## config.mk

```make
export PLATFORM = sky130hd
export DESIGN_NAME = dsp_mac_sequencer
export DESIGN_NICKNAME = d
export VERILOG_FILES = /design/src/rtl/dsp_mac_sequencer.sv
export SDC_FILE = /design/constraint.sdc
export NUM_CORES = 1
export LEC_CHECK = 0
export CELL_PAD_IN_SITES_DETAIL_PLACEMENT = 1
export CELL_PAD_IN_SITES_GLOBAL_PLACEMENT = 2
export CORE_AREA = 2 2 150 152
export CTS_BUF_LIST = sky130_fd_sc_hd__clkbuf_4 sky130_fd_sc_hd__clkbuf_8
export DETAILED_ROUTE_END_ITERATION = 7
export DIE_AREA = 0 0 152 154
export DONT_BUFFER_PORTS = 1
export GPL_TIMING_DRIVEN = 0
export PLACE_DENSITY_LB_ADDON = 0.1
export REMOVE_ABC_BUFFERS = 1
export SETUP_SLACK_MARGIN = 0.05
export SKIP_CTS_REPAIR_TIMING = 1
export SLEW_MARGIN = 30
export SYNTH_ARGS = -nofsm -noshare
export SYNTH_HDL_FRONTEND = slang
export SYNTH_SLANG_ARGS = --single-unit
```

## constraint.sdc

```tcl
create_clock -name clk -period 2.35 [get_ports clk]
set_clock_uncertainty 0.2 [all_clocks]
set_input_delay 0.47 -clock clk [delete_from_list [all_inputs] [get_ports clk]]
set_output_delay 0.47 -clock clk [all_outputs]
set_load 0.005 [all_outputs]
```

## src/rtl/dsp_mac_sequencer.sv

```systemverilog
// Job-level controller for one DSP slice: streams a job's operand beats into
// the slice accumulator, waits out the slice pipeline, and returns the sum.
module dsp_mac_sequencer #(
  parameter int LEN_W   = 8,
  parameter int DSP_LAT = 4
) (
  input  logic             clk,
  input  logic             reset,
  input  logic             job_valid,
  output logic             job_ready,
  input  logic [LEN_W-1:0] job_len,
  input  logic             job_mode,
  input  logic             job_sub,
  input  logic             job_loadconst,
  input  logic             in_valid,
  output logic             in_ready,
  input  logic [115:0]     in_data,
  output logic [115:0]     dsp_stream,
  output logic             dsp_loadconst,
  output logic             dsp_accumulate,
  output logic             dsp_mode,
  output logic             dsp_sub,
  output logic             dsp_negate,
  output logic             dsp_mux9_select,
  output logic             dsp_internal_coeffa,
  output logic             dsp_internal_coeffb,
  input  logic [63:0]      dsp_resulta,
  output logic             res_valid,
  input  logic             res_ready,
  output logic [63:0]      res_data,
  output logic             busy
);

  localparam int DRAIN_W = $clog2(DSP_LAT + 1);

  localparam logic [2:0] IDLE   = 3'd0;
  localparam logic [2:0] LOAD   = 3'd1;
  localparam logic [2:0] STREAM = 3'd2;
  localparam logic [2:0] DRAIN  = 3'd3;
  localparam logic [2:0] DONE   = 3'd4;

  logic [2:0]         state;
  logic [LEN_W-1:0]   len_q;
  logic [LEN_W-1:0]   count;
  logic [DRAIN_W-1:0] drain;
  logic               seeded;  // accumulator already holds a valid partial sum

  assign dsp_negate          = 1'b0;
  assign dsp_mux9_select     = 1'b1;
  assign dsp_internal_coeffa = 1'b0;
  assign dsp_internal_coeffb = 1'b0;

  assign job_ready = (state == IDLE);
  assign busy      = (state != IDLE);
  assign in_ready  = (state == STREAM) && (count != len_q);

  // NOTE: sequential state uses non-blocking assignments only, so every
  // register sees the pre-edge value of every other register.
  always_ff @(posedge clk or negedge reset) begin
    if (!reset) begin
      state          <= IDLE;
      len_q          <= '0;
      count          <= '0;
      drain          <= '0;
      seeded         <= 1'b0;
      dsp_stream     <= '0;
      dsp_loadconst  <= 1'b0;
      dsp_accumulate <= 1'b0;
      dsp_mode       <= 1'b0;
      dsp_sub        <= 1'b0;
      res_valid      <= 1'b0;
      res_data       <= '0;
    end else begin
      // Default beat is HOLD: zero product added to an unchanged accumulator.
      dsp_stream     <= '0;
      dsp_loadconst  <= 1'b0;
      dsp_accumulate <= 1'b1;
      case (state)
        IDLE: begin
          dsp_accumulate <= 1'b0;  // CLEAR
          if (job_valid) begin
            len_q    <= job_len;
            dsp_mode <= job_mode;
            dsp_sub  <= job_sub;
            count    <= '0;
            seeded   <= 1'b0;
            state    <= job_loadconst ? LOAD : STREAM;
          end
        end
        LOAD: begin
          dsp_loadconst  <= 1'b1;
          dsp_accumulate <= 1'b0;
          seeded         <= 1'b1;
          state          <= STREAM;
        end
        STREAM: begin
          if (count == len_q) begin
            drain <= DRAIN_W'(DSP_LAT);
            state <= DRAIN;
          end else if (in_valid) begin
            dsp_stream     <= in_data;
            dsp_accumulate <= seeded;
            seeded         <= 1'b1;
            count          <= count + LEN_W'(1);
            if (count + LEN_W'(1) == len_q) begin
              drain <= DRAIN_W'(DSP_LAT);
              state <= DRAIN;
            end
          end
        end
        DRAIN: begin
          if (drain == '0) begin
            res_data  <= dsp_resulta;
            res_valid <= 1'b1;
            state     <= DONE;
          end else begin
            drain <= drain - DRAIN_W'(1);
          end
        end
        DONE: begin
          if (res_ready) begin
            res_valid <= 1'b0;
            state     <= IDLE;
          end
        end
        default: state <= IDLE;
      endcase
    end
  end

endmodule
```

==> results.toml, run 1 <==
[outcome]
status = "did not finish"
firstError = "[ERROR RSZ-0060] Max buffer count reached."
lastStage = "global routing"

[synth]
yosysTopAreaCell = "dfrtp_1"
synth_area_leaders = "dfrtp_1, mux2_2, and2_1"
synthAdderAreaFrac = 0.00489
yosysTopAreaCellShare = 0.678
avgSynthCellArea_sq_um = 14.0
syn_area_sq_um = 7670
synthArstFlopShare = 1.00
synth_top_family_by_area = "simple AND/OR/NAND/NOR gates"
synthMuxAreaShare = 0.110
seq_area_frac_synth = 0.678
synth_edf_count = 0
yosys_warnings = 0
synth-simple-area-share = 0.129
ys.flop_type = "dfrtp_1"
ys_types = 44
synth_xor_area_frac = 0.0183
ys_ff_latch = 208
synthCells = 547
synth_compound_area_frac = 0.0311

[floorplanning]
placementRows = 54
top_level_ports = 388
dieHeight_um = 154
start_util = 0.354
die_x_um = 152

[clock_network]
clock-sinks = 208
htree_levels = 2
cts_buffer_depth = 3
cts_root_buffer = "clkbuf_8"
numCtsBuffers = 36

[sta]
endpoint_type = "primary output"
crit_endpoint = "in_ready"

[placement]
dp_hpwl_mm = 14.7
place_area_sq_um = 7970
io_buffers = 0
gp_congestion = 0.787

[global_route]
grt_max_degree = 209
==> logic make-up after synthesis <==
group           after synthesis
compound gates               33
buf+inv                      43
flops                       208
fa+ha+maj                     3
mux                          75
simple gates                167
xor+xnor                     16
other cells                   2
==> Yosys cell counts (2+ instances only) <==
master and instances:
o21ai_0 9, nand3b_1 4, dfrtp_1 208, a21boi_0 2
a31oi_1 2, xor2_1 12, nand4_1 3, a22oi_1 2
nand2_1 10, nor3_1 3, buf_4 4, inv_1 10
buf_2 5, xnor2_1 4, nor2_1 12, a21oi_1 6
mux2_2 75, clkbuf_8 2, ha_1 3, clkbuf_1 20
a211oi_1 2, nand3_1 11, conb_1 2, and2_1 116
==> through the flow <==
stage,instances,hold WS (ps),setup WS (ps),util
floorplan,516,-25.6,-2810,-
detailed placement,804,-19.9,-757,0.367
global placement,796,-19.5,-5350,0.362
CTS,867,-591,-759,0.401
==> inputs of run 2 (changes only) <==
Settings changed: CELL_PAD_IN_SITES_DETAIL_PLACEMENT 1 to default, CELL_PAD_IN_SITES_GLOBAL_PLACEMENT 2 to default, CTS_BUF_LIST sky130_fd_sc_hd__clkbuf_4 sky130_fd_sc_hd__clkbuf_8 to default, PLACE_DENSITY_LB_ADDON 0.1 to 0.15, SETUP_SLACK_MARGIN 0.05 to default.
Clock period 2.35 ns to 3.06 ns, I/O delays scaled along.
==> run 2 against run 1 <==
  * The flow now finishes, with violations (hold timing)
  * Area after synthesis did not move
  * Synthesized cell count did not move
==> results.toml, run 2 <==
[worst_setup_path]
start_kind = "flop"
critPathSlowestCell = "dfrtp_1"
crit_type = "reg2out"
endpoint_kind = "primary output"
critPathBufInv = 0
cp_top_family = "flip-flops"
cpPeakStageDelay_ps = 480
cp.arrival_ps = 2000
cp_data_required_time_ps = 2250
crit_chain = "xnor2_1 -> nor4b_2 -> a211oi_1"
cp_max_fo = 9

[layout]
largest_reg_flops = 116
final_cell_area_sq_um = 8810
fill_cells = 1973
layout_common_cells = "dfrtp_1, and2_1, mux2_2, clkbuf_16"
top_register = "dsp_stream"
top_regs = "dsp_stream (116), res_data (64)"
finalNetCount = 747
area_delta_synth_final_pct = 14.7
drive_above_1_share = 0.234
final_common_cell = "dfrtp_1"

[clock_network]
tritoncts = "built"
cts_root_buffer = "clkbuf_16"
htree_levels = 1
cts_buffer_depth = 3
numCtsBuffers = 22
clock-sinks = 208
clock_latency_ps = 500
clkSlewWorstSetupHoldPaths_ps = 60

[sta]
rsz0062_at_grt = "false"
layout_setup_ws_ps = 251
hold_violations = 208
finalMaxSlewViolations = 0
fmax_ghz = 0.356
finalCritPeriodShare = 0.918
setup_viol = 0
tightest_slew_ps = 793
slew_headroom = 0.471
fin_crit_ps = 2810
hold_ws_ps = -393

[synth]
synthMuxAreaShare = 0.110
synthArstFlopShare = 1.00
synth_most_common_cell = "dfrtp_1"
synth-simple-area-share = 0.129
synth_top_family_by_area = "simple AND/OR/NAND/NOR gates"
synthAdderAreaFrac = 0.00489
yosysTopAreaCellShare = 0.678
synthCells = 547
ys_top_cells_by_count = "dfrtp_1, and2_1, mux2_2"
ys.flop_type = "dfrtp_1"
avgSynthCellArea_sq_um = 14.0
synth_xor_area_frac = 0.0183
synth_area_leaders = "dfrtp_1, mux2_2, and2_1"
synth_edf_count = 0
synth_compound_area_frac = 0.0311
syn_area_sq_um = 7670
ys_ff_latch = 208
yosys_warnings = 0
ys_types = 44
seq_area_frac_synth = 0.678
yosysTopAreaCell = "dfrtp_1"

[placement]
io_buffers = 0
place_area_sq_um = 7960
place_ws_ps = 290
gp_congestion = 0.761
dp_hpwl_mm = 13.5

[outcome]
violations = "hold timing"
status = "finished, violations left"

[detailed_routing]
viasPerCell = 4.84
drc_errors = 0
firstDrtPassIters = 4
routedWlPerCell_um = 21.6
num_vias = 4087
routed_wl_mm = 18.2
drt_iter0_markers = 167
postRouteAntennaNets = 0

[global_route]
grt_pass1_vias = 4480
grt_pass1_wl_mm = 27.5
grt_antenna_before_repair = 2
overflow = 0
grt_max_degree = 209
grt_use_total = 0.151

[floorplanning]
top_level_ports = 388
die_x_um = 152
core_sq_um = 21700
die_area_sq_um = 23400
placementRows = 54
start_util = 0.354
dieHeight_um = 154

[pwr]
peakVddDrop_uv = 358
p_per_area_nw_per_um2 = 1030
leakagePower_uw = 0.00409

[flow_run]
maxCapViolCount = 0

[hold_path]
worst_hold_path_type = "in2async"
-- run 2: cells by family after synthesis --
family / Yosys count
xor gates and xnor gates: 16
adders and majority gates: 3
other: 2
AOI/OAI and AO/OA: 33
and+or+nand+nor: 167
DFF: 208
buffers and inverters: 43
muxes: 75
-- run 2: where the power goes --
part	total [uW]	switching [uW]	internal, uW
Combinational	1710	778	933
Clock	2950	1060	1890
Sequential	4370	741	3630
-- run 2: cell type report --
class / count / area, sq um / area share
Antenna cell: 1 / 2.50 / 0.000284
Multi-Input combinational cell: 298 / 2300 / 0.262
Clock inverter: 12 / 195 / 0.0222
Inverter: 10 / 37.5 / 0.00426
Timing Repair Buffer: 8 / 76.3 / 0.00867
Sequential cell: 208 / 5200 / 0.591
Tap cell: 280 / 350 / 0.0398
Clock buffer: 28 / 634 / 0.0720
-- run 2: worst paths after layout --
check / cells after the start / start / slack, ps / end
worst max register to register: 6 / count[4] / 400 / dsp_stream[36]
worst max-delay path: 3 / count[4] / 250 / in_ready
max in group asynchronous: 0 / reset / 2580 / dsp_stream[33]
worst min-delay path: 0 / reset / -390 / dsp_stream[64]
min in group clk: 1 / in_data[79] / 40 / dsp_stream[79]
worst min register to register: 1 / drain[0] / 310 / drain[0]
-- run 2: layer usage --
layer	track usage	part of all wire	vias to the layer above
met4	0.0490	0.025	0
met2	0.272	0.53	261
met1	0.151	0.32	2007
met5	0	0	-
met3	0.0803	0.13	29
li1	-	-	1790
-- run 2: per-stage QoR --
step                       util  hold WS (ps)  cells  power (uW)  setup TNS, ps
final                     0.406          -393    845        9040              0
after global routing      0.406          -418    844        9590              0
after CTS                 0.405          -418    844        9170           -120
after detailed placement  0.367           121    804        6160              0
after global placement    0.362           121    796        6060        -610720
after floorplan               -           116    516        5520        -247130
Power figures use the tool's default switching activity.
==> inputs of run 3 (changes only) <==
Settings changed: RECOVER_POWER from default to 50.
==> results of run 3 <==
The final DEF is identical to that of run 2; final timing and power are the same.
==> inputs of run 4 (changes only) <==
Settings changed: SLEW_MARGIN 30 to default.
==> run 4 against run 3 <==
  * Register-to-register slack about the same
  * Critical path depth did not move
  * Worst hold slack gained 10 ps
  * Global-route usage is 0.079 points higher
  * Sequential cell count unchanged
  * The run still ends with hold timing left
  * Highest routed layer unchanged
==> results.toml, run 4 (synthesis results as in run 2) <==
[detailed_routing]
drc_errors = 0
postRouteAntennaNets = 0
firstDrtPassIters = 4
num_vias = 4094
drt_iter0_markers = 183
viasPerCell = 4.89
routedWlPerCell_um = 21.7
routed_wl_mm = 18.2

[sta]
finalCritPeriodShare = 0.911
fin_crit_ps = 2790
hold_violations = 208
finalMaxSlewViolations = 0
rsz0062_at_grt = "false"
tightest_slew_ps = 875
hold_ws_ps = -383
setup_viol = 0
slew_headroom = 0.416
fmax_ghz = 0.359
tns_ps = 0

[layout]
top_regs = "dsp_stream (116), res_data (64)"
fill_cells = 1965
finalNonFillerCells = 838
regArea_sq_um = 5200
area_delta_synth_final_pct = 12.8
top_register = "dsp_stream"
drive_above_1_share = 0.223
largest_reg_flops = 116
final_common_cell = "dfrtp_1"
finalNetCount = 743
multi_input_area_sq_um = 2300
layout_common_cells = "dfrtp_1, and2_1, mux2_2, clkbuf_16"

[worst_setup_path]
cp_max_fo = 9
crit_path_end = "in_ready"
cp_data_required_time_ps = 2250
cp.arrival_ps = 1980
r2r_slack_ps = 400
endpoint_kind = "primary output"
reg2reg_from = "state[1]"
r2r-end = "res_data[8]"
start_kind = "flop"
crit_type = "reg2out"
worstRegToRegCells = 4
crit_start = "count[4]"

[floorplanning]
dieHeight_um = 154
top_level_ports = 388
placementRows = 54
core_sq_um = 21700
start_util = 0.354
die_area_sq_um = 23400
die_x_um = 152

[clock_network]
clock-sinks = 208
cts_buffer_depth = 3
numCtsBuffers = 21
cts_root_buffer = "clkbuf_16"
htree_levels = 1
tritoncts = "built"
clkSlewWorstSetupHoldPaths_ps = 60
clock_latency_ps = 490

[outcome]
status = "finished, violations left"
violations = "hold timing"

[placement]
dp_cells = 801
dp_hpwl_mm = 13.5
gp_congestion = 0.761
io_buffers = 0

[global_route]
grt_pass1_wl_mm = 27.7
grt_antenna_before_repair = 3
overflow = 0
grt_use_total = 0.152
grt_pass1_vias = 4542
grt_max_degree = 209

[pwr]
p_total_uw = 8640
peakVddDrop_uv = 407
p_per_area_nw_per_um2 = 998
leakagePower_uw = 0.00400

[hold_path]
worst_hold_path_type = "in2async"

[flow_run]
maxCapViolCount = 0
-- run 4: worst min path at each step --
stage,from,end,slack [ps],cells after the start
after floorplan,reset,count[0],120,0
after global placement,reset,dsp_stream[83],120,0
after detailed placement,reset,dsp_stream[64],120,0
after CTS,reset,dsp_stream[64],-410,0
after global routing,reset,dsp_stream[95],-410,0
final,reset,dsp_stream[64],-380,0
-- run 4: power by group --
part | leakage (uW) | switching, uW | internal [uW]
sequential | 0.00266 | 746 | 3630
clock | 0.000340 | 1010 | 1540
combinational | 0.000997 | 780 | 931
-- run 4: critical path: stages, from the launching register on --
cell	delay, ps
dfrtp_1	480
xnor2_1	290
nor4b_2	470
a211oi_1	250
-- run 4: area by class of cell --
type	count	area share
diodes	2	0.000578
repair buffers	5	0.00650
inverters	10	0.00434
flip-flops and latches	208	0.601
well taps	280	0.0405
multi-input cells	298	0.266
clock inverters	8	0.0114
clock buffers	27	0.0691
-- run 4: stage by stage --
step | setup WS [ps] | util | instance area, sq um
6_report | 272 | 0.399 | 8660
5_1_grt | 121 | 0.399 | 8650
4_1_cts | -112 | 0.398 | 8640
3_5_place_dp | 252 | 0.366 | 7940
3_3_place_gp | -4900 | 0.362 | 7860
2_1_floorplan | -2100 | - | 7510
-- run 4: metal layers --
metal,global-route usage,part of all wire,up-vias
li1,-,-,1779
met1,0.151,0.31,2006
met2,0.273,0.53,277
met3,0.0809,0.13,32
met4,0.0498,0.026,0
met5,0,0,-
